**src/rtl/led_pwm_driver_pkg.sv**
```systemverilog
// Shared types and helpers for the LED pin driver and its period generator.
package LED_Pkg;

    typedef enum logic {
        UP   = 1'b0,
        DOWN = 1'b1
    } breath_state_e;

    // A counter of N states needs clog2(N) bits; keep at least one bit for N = 1.
    function automatic int unsigned period_cnt_width(input int unsigned periods);
        return (periods <= 1) ? 1 : $clog2(periods);
    endfunction

endpackage

```
**src/rtl/led_pwm_driver_pwm_period_gen.sv**
```systemverilog
// Free-running PWM period counter: 0 .. 2^PWM_BITS-2, with a boundary strobe and a registered sync pulse.
module pwm_period_gen #(
    parameter int unsigned PWM_BITS = 8
) (
    input  logic                lb_clk,
    input  logic                rst,
    output logic [PWM_BITS-1:0] cnt,
    output logic                period_start,
    output logic                pwm_sync
);

    // Stopping one short of all-ones lets a duty of all-ones mean "always on".
    localparam logic [PWM_BITS-1:0] CNT_MAX = {{(PWM_BITS-1){1'b1}}, 1'b0};

    assign period_start = (cnt == '0);

    always_ff @(posedge lb_clk) begin
        if (rst) begin
            cnt      <= '0;
            pwm_sync <= 1'b0;
        end else begin
            cnt      <= (cnt == CNT_MAX) ? '0 : cnt + 1'b1;
            pwm_sync <= period_start;
        end
    end

endmodule

```
**src/rtl/led_pwm_driver.sv**
```systemverilog
// Drives active-low LED pads from the latched LED pattern with global PWM dimming,
// optional triangle breathing and per-LED blink.
module led_pwm_driver
    import LED_Pkg::*;
#(
    parameter int unsigned LED_NUM        = 8,
    parameter int unsigned PWM_BITS       = 8,
    parameter int unsigned BLINK_PERIODS  = 4096,
    parameter int unsigned BREATH_PERIODS = 16
) (
    input  logic                lb_clk,
    input  logic                rst,
    input  logic [LED_NUM-1:0]  led_in,
    input  logic [LED_NUM-1:0]  blink_mask,
    input  logic [PWM_BITS-1:0] brightness,
    input  logic                breathe_en,
    output logic [LED_NUM-1:0]  led_out,
    output logic                pwm_sync
);

    localparam int unsigned BLINK_W  = period_cnt_width(BLINK_PERIODS);
    localparam int unsigned BREATH_W = period_cnt_width(BREATH_PERIODS);
    localparam logic [BLINK_W-1:0]  BLINK_LAST  = BLINK_W'(BLINK_PERIODS - 1);
    localparam logic [BREATH_W-1:0] BREATH_LAST = BREATH_W'(BREATH_PERIODS - 1);

    logic [PWM_BITS-1:0] cnt;
    logic                period_start;
    logic [PWM_BITS-1:0] duty;
    logic [PWM_BITS-1:0] ramp, ramp_eff, ramp_next;
    breath_state_e       state, state_eff, state_next;
    logic [BLINK_W-1:0]  blink_cnt;
    logic                blink_phase;
    logic [BREATH_W-1:0] breath_cnt;
    logic                step_due;
    logic                pwm_on;
    logic [LED_NUM-1:0]  lit;

    pwm_period_gen #(
        .PWM_BITS (PWM_BITS)
    ) u_period_gen (
        .lb_clk       (lb_clk),
        .rst          (rst),
        .cnt          (cnt),
        .period_start (period_start),
        .pwm_sync     (pwm_sync)
    );

    assign step_due = breathe_en & period_start & (breath_cnt == BREATH_LAST);

    always_ff @(posedge lb_clk) begin
        if (rst) begin
            ramp  <= '0;
            state <= UP;
        end else begin
            ramp  <= ramp_next;
            state <= state_next;
        end
    end

    // Clamp is applied combinationally so a lowered target is seen by the duty load in the same cycle.
    always_comb begin
        ramp_eff   = ramp;
        state_eff  = state;
        ramp_next  = '0;
        state_next = UP;
        if (ramp > brightness) begin
            ramp_eff  = brightness;
            state_eff = DOWN;
        end
        if (breathe_en) begin
            ramp_next  = ramp_eff;
            state_next = state_eff;
            if (step_due) begin
                if (state_eff == UP && ramp_eff < brightness) begin
                    ramp_next = ramp_eff + 1'b1;
                end else if (state_eff == DOWN && ramp_eff != '0) begin
                    ramp_next = ramp_eff - 1'b1;
                end
                if (ramp_next == brightness) begin
                    state_next = DOWN;
                end else if (ramp_next == '0) begin
                    state_next = UP;
                end
            end
        end
    end

    assign pwm_on = (cnt < duty);
    assign lit    = ~led_in & {LED_NUM{pwm_on}} & (~blink_mask | {LED_NUM{blink_phase}});

    always_ff @(posedge lb_clk) begin
        if (rst) begin
            duty        <= '0;
            blink_cnt   <= '0;
            blink_phase <= 1'b1;
            breath_cnt  <= '0;
            led_out     <= '1;
        end else begin
            led_out <= ~lit;
            if (period_start) begin
                duty <= breathe_en ? ramp_eff : brightness;
                if (blink_cnt == BLINK_LAST) begin
                    blink_cnt   <= '0;
                    blink_phase <= ~blink_phase;
                end else begin
                    blink_cnt <= blink_cnt + 1'b1;
                end
            end
            if (!breathe_en) begin
                breath_cnt <= '0;
            end else if (period_start) begin
                breath_cnt <= (breath_cnt == BREATH_LAST) ? '0 : breath_cnt + 1'b1;
            end
        end
    end

endmodule

```
**config.mk**
```make
export PLATFORM = sky130hd
export DESIGN_NAME = led_pwm_driver
export DESIGN_NICKNAME = d
export VERILOG_FILES = /design/src/rtl/led_pwm_driver_pkg.sv /design/src/rtl/led_pwm_driver_pwm_period_gen.sv /design/src/rtl/led_pwm_driver.sv
export SDC_FILE = /design/constraint.sdc
export NUM_CORES = 1
export LEC_CHECK = 0
export CAP_MARGIN = 20
export CELL_PAD_IN_SITES_DETAIL_PLACEMENT = 1
export CELL_PAD_IN_SITES_GLOBAL_PLACEMENT = 2
export CORE_UTILIZATION = 36
export DETAILED_ROUTE_END_ITERATION = 7
export GPL_TIMING_DRIVEN = 0
export PLACE_DENSITY_LB_ADDON = 0.1
export SYNTH_ARGS = -nofsm -noshare
export SYNTH_HDL_FRONTEND = slang
export SYNTH_SLANG_ARGS = --single-unit
export TNS_END_PERCENT = 1
```
**constraint.sdc**
```tcl
create_clock -name lb_clk -period 10 [get_ports lb_clk]
set_input_delay 1.5 -clock lb_clk [delete_from_list [all_inputs] [get_ports lb_clk]]
set_output_delay 1.5 -clock lb_clk [all_outputs]
set_load 0.02 [all_outputs]
```
==> After elaboration in Yosys (flattened, before gate mapping) <==
Cells that the tools add are included.
{ "classes": {"muxes": 13, "eq_ne": 4, "n_lt_le_gt_ge": 3, "n_reduce_logical": 8, "n_bitwise": 11, "n_addsub": 5} }
{ "ops": {"columns": ["cell", "count"], "rows": [
  ["$mux W8", 7],
  ["$not A8 Y8", 3],
  ["$add A8 B1 Y8 const B", 2],
  ["$and A8 B8 Y8", 2],
  ["$logic_not A8 Y1", 2],
  ["$lt A8 B8 Y1", 2],
  ["$add A12 B1 Y12 const B", 1],
  ["$eq A12 B12 Y1 const B", 1],
  ["$mux W12", 1],
  ["$eq A8 B8 Y1", 1],
  ["$eq A8 B8 Y1 const B", 1],
  ["$gt A8 B8 Y1", 1],
  ["$or A8 B8 Y8", 1],
  ["$reduce_bool A8 Y1", 1],
  ["$sub A8 B1 Y8 const B", 1],
  ["$add A4 B1 Y4 const B", 1],
  ["$eq A4 B4 Y1 const B", 1],
  ["$mux W1", 4],
  ["$mux W4", 1],
  ["$reduce_or A2 Y1", 2],
  ["$not A1 Y1", 3],
  ["$and A1 B1 Y1", 2],
  ["$logic_and A1 B1 Y1", 2],
  ["$reduce_and A2 Y1", 1]
]} }
{ "totals": {"output_inout_bits": 9, "inputBits": 27, "reg_bits": 51, "wordCells": 53} }

==> Logic depth before layout (Yosys ltp) <==
{ "logic_depth": {"word_depth": 12, "mapped_depth": 22} }

==> Hierarchy <==
From an unflattened synthesis, not the netlist that was laid out.
{ "unflattened": {"cells_unflattened": 449, "hier_area_um2": 3723.6} }
{ "modules_own_cells": {"columns": ["module", "area_per_inst_um2", "seq_area_each_um2", "cells_per_inst", "n_inst"], "rows": [
  ["led_pwm_driver", 3293.2, 840.8, 402, 1],
  ["pwm_period_gen", 430.4, 180.2, 47, 1]
]} }

==> Worst setup path before layout <==
No wires, ideal clock.
{ "synth_timing": {"path_type": "input to register", "startpoint": "in brightness[1]", "endpoint": "reg state", "required_time_ps": 9941, "slack_ps": 4515, "arrival_ps": 5426, "path_buffers": 1, "path_stages": 20, "setup_time_ps": 59, "path_cell_list": "inv_1 > ha_1 > nor2b_1 > o211ai_2 > a21oi_2 > o21ai_4 > buf_4 > mux2i_1 > inv_1 > ha_1 > nand4_1 > nor2_1 > a2111o_1 > a211oi_2 > nand3_2 > o32ai_2 > nor3_1 > or4_1 > nor3_1 > a31o_1"} }
{ "synth_via": {"elab_chain_len": 12} }
{ "synth_lines": {"columns": ["element", "line", "rtl"], "rows": [
  ["from (decl)", "led_pwm_driver.sv:15", "input logic [PWM_BITS-1:0] brightness,"],
  ["parallel branches: the longest is 11 deep, another holds $gt A8 B8 Y1", null, null],
  ["$mux W1 *", "led_pwm_driver.sv:73", "if (step_due) begin"],
  ["to (signal assigned)", "led_pwm_driver.sv:56", "state <= state_next;"],
  ["to (decl)", "led_pwm_driver.sv:30", "breath_state_e state, state_eff, state_next;"]
]} }
Mark *: on every way between the ends. The select of a mux whose other input is x is not followed.
A chain may end at the register's enable or synchronous reset.

==> Worst setup path after layout <==
{ "layout_timing": {"startpoint": "in brightness[5]", "endpoint": "reg state"} }
Same word-level chain as after synthesis.

==> flow_metrics.env <==
export IMPL_status="complete, but fails checks"
export IMPL_violations="DRC"
export IMPL_p_clk_share_pct=33.5
export IMPL_slew_violations=0
export IMPL_critPathRequiredTime_ns=10.27
export IMPL_track_usage_pct=20.61
export IMPL_fin_skew_ns=0.01690
export IMPL_power_frac_seq_pct=48.4
export IMPL_p_sw_share_pct=28.14
export IMPL_clk_latency_ns=0.31
export IMPL_ys_ff_latch=51
export IMPL_fin_crit_sh_pct=69.04
export IMPL_synthSimpleGateAreaFrac_pct=24.04
export IMPL_reg2reg_slack_ns=4.57
export IMPL_wl_mm=9.433
export IMPL_fin_tns_setup_ns=0
export IMPL_cts_hold_buf=0
export IMPL_finalSetupViolations=0
export IMPL_synth_top_area_cell="dfxtp_1"
export IMPL_drt_initial_drc_count=125
export IMPL_grt_pass1_vias=3111
export IMPL_p_leak_nw=1.621
export IMPL_dp_cells=558
export IMPL_synth_most_common_cell="nor2_1"
export IMPL_synth_compound_area_share_pct=16.73
export IMPL_switchingPower_mw=0.1274
export IMPL_post_cts_setup_buffers=0
export IMPL_synthMuxAreaShare_pct=3.693
export IMPL_die_w_um=98.04
export IMPL_wl_met2_mm=4.367
export IMPL_routabilityCongestion=0.8482
export IMPL_worstPathArrival_ns=7.17
export IMPL_max_cap_viol_count=0
export IMPL_fin_crit_ns=6.904
export IMPL_worstSetupEndpointType="register"
export IMPL_rr_worst_depth=20
export IMPL_dp_hpwl_mm=7.506
export IMPL_grt_overflow=0
export IMPL_async_flop_share_pct=0
export IMPL_intPower_mw=0.3253
export IMPL_netlist_area_sq_um=3321
export IMPL_syn_inst=416
export IMPL_drive_gt1_share_pct=5.895
export IMPL_rsz0062_at_grt="false"
export IMPL_start_util_pct=37.71
export IMPL_ys_seq_area_share_pct=30.75
export IMPL_wl_met3_um=368
export IMPL_yosysTopAreaCellShare_pct=30.75
export IMPL_antenna_found_initial=0
export IMPL_ys_top_cells_by_count="nor2_1 (67), dfxtp_1 (51), nand2_1 (38)"
export IMPL_synth_area_leaders="dfxtp_1 (31%), ha_1 (11%), nor2_1 (7.6%)"
export IMPL_rr_startpoint="ramp[1]"
export IMPL_antennaDiodeCount=0
export IMPL_cts_root_buf="clkbuf_8"
export IMPL_dieHeight_um=98.04
export IMPL_cts_tree="built"
export IMPL_synth_edf_count=0
export IMPL_cts_resized=0
export IMPL_area_delta_synth_final_pct=17.78
export IMPL_drt_met1_wl_mm=4.538
export IMPL_hold_viol=0
export IMPL_clk_path_buf_depth=2
export IMPL_dieArea_sq_um=9612
export IMPL_ir_drop_mv=0.08761
export IMPL_worst_pin_slew_ns=0.9229
export IMPL_rows=34
export IMPL_io_buffer_count=34
export IMPL_io_pins=36
export IMPL_synth_cell_types=56
export IMPL_hp_class="register to register"
export IMPL_worst_setup_path_start_kind="input pin"
export IMPL_grt_pass1_wl_mm=15.74
export IMPL_fmax_mhz=144.8
export IMPL_synth_xor_area_share_pct=8.968
export IMPL_slew_headroom_pct=38.11
export IMPL_p_per_area_nw_per_um2=115.7
export IMPL_synth_fa_ha_area_share_pct=10.93
export IMPL_crit_start="brightness[5]"
export IMPL_cts_buffers=5
export IMPL_synth_top_family_by_area="simple AND/OR/NAND/NOR gates"
export IMPL_r2r_end="state"
export IMPL_yosysWarnings=0
export IMPL_cts_sinks=51
export IMPL_via_per_inst=5.440
export IMPL_worstPathMaxFanout=10
export IMPL_criticalPathCategory="input pin to register"
export IMPL_instances_no_fill=566
export IMPL_routed_via_count=3079
export IMPL_synth_ff_type="dfxtp_1"
export IMPL_drc=6
export IMPL_grt_max_degree=18
export IMPL_pwr_share_comb_pct=18.1
export IMPL_critical_path_endpoint="state"
export IMPL_synth_fp_nets=472
export IMPL_fin_nets=513
export IMPL_syn_area_per_cell_sq_um=7.982
export IMPL_first_pass_iters=7
export IMPL_core_area_sq_um=8806
export IMPL_h_tree_depth=2
export IMPL_top_layer_used="met4"
export IMPL_ant_nets=0
export IMPL_post_drt_wl_per_cell_um=16.67
export IMPL_clk_pin_slew_ns=0.11
## cell type report
type | instances | area [sq um]
inverter | 29 | 108.9
buffer | 12 | 53.80
clock inverter | 3 | 46.29
multi-input combinational | 324 | 2137
sequential | 51 | 1021
tap | 108 | 135.1
timing repair buffer | 34 | 340.3
clock buffer | 5 | 68.82
fill | 1091 | 4895
## sequential cells by signal, summed over array words and instances (netlist names)
signal	count
blink_cnt	12
duty	8
led_out	8
ramp	8
u_period_gen.cnt	8
breath_cnt	4
blink_phase	1
state	1
u_period_gen.pwm_sync	1
## layout by cell type (no fill, tap or decap), types with 7 or more instances in the layout
cell	synthesis	final
nor2_1	67	67
dfxtp_1	51	51
nand2_1	38	38
clkdlybuf4s50_1	0	34
inv_1	29	29
ha_1	29	29
a21oi_1	27	27
xnor2_1	19	19
xor2_1	15	15
a211oi_1	14	14
nor3_1	13	13
nand3_1	11	11
mux2i_1	10	10
clkbuf_1	9	9
or3_1	8	8
o21ai_0	8	8
nand4_1	7	7
## critical path: stages
cell and delay, ns:
clkdlybuf4s50_1 0.61, inv_1 0.18, ha_1 0.35, a21oi_1 0.15
o21ai_1 0.17, o21ai_4 0.42, buf_4 0.28, buf_4 0.21
nor2_1 0.05, a21oi_1 0.38, inv_1 0.13, ha_1 0.22
nor3b_1 0.29, nand2b_1 0.09, o21ai_0 0.41, nand2_1 0.27
nor4_1 0.37, mux2i_1 0.40, xnor2_1 0.13, a2111oi_2 0.38
a31o_1 0.18
## layer usage
layer | track usage (%) | up-vias
li1 | - | 1531
met1 | 27.12 | 1468
met2 | 34.83 | 64
met3 | 2.863 | 16
met4 | 6.410 | 0
met5 | 0 | -
## power groups by stage
stage	sequential [mW]	combinational [mW]	clock (mW)
global placement	0.224	0.0808	0
finish	0.219	0.0821	0.152
detailed placement	0.224	0.0830	0
CTS	0.219	0.0838	0.157
global route	0.221	0.0919	0.164
floorplan	0.228	0.0429	0
## metrics by stage
step	hold WS [ns]	power [mW]	instance area [sq um]	util (%)	worst slack, ns
finish	0.5029	0.4527	3911	44.42	3.096
global route	0.5351	0.4764	3911	44.42	2.716
CTS	0.5067	0.4605	3911	44.42	3.176
detailed placement	0.4849	0.3070	3796	43.11	2.858
global placement	0.4721	0.3043	3796	43.11	2.864
floorplan	0.4537	0.2708	3321	-	4.515
## worst min path at each step
stage	from	endpoint	slack, ns	depth (start not counted)
global placement	duty[3]	duty[3]	0.47	2
global route	duty[6]	duty[6]	0.54	2
finish	duty[6]	duty[6]	0.50	2
floorplan	breath_cnt[1]	breath_cnt[1]	0.45	2
detailed placement	duty[6]	duty[6]	0.48	2
CTS	duty[6]	duty[6]	0.51	2
## kinds of logic (layout without fill, tap and decap cells)
group,count (synthesis),in the layout
compound gates,78,78
fa+ha+maj,29,29
buf+inv,41,83
mux,12,12
flops,51,51
simple gates,171,171
xor+xnor,34,34
Power figures use the tool's default switching activity.
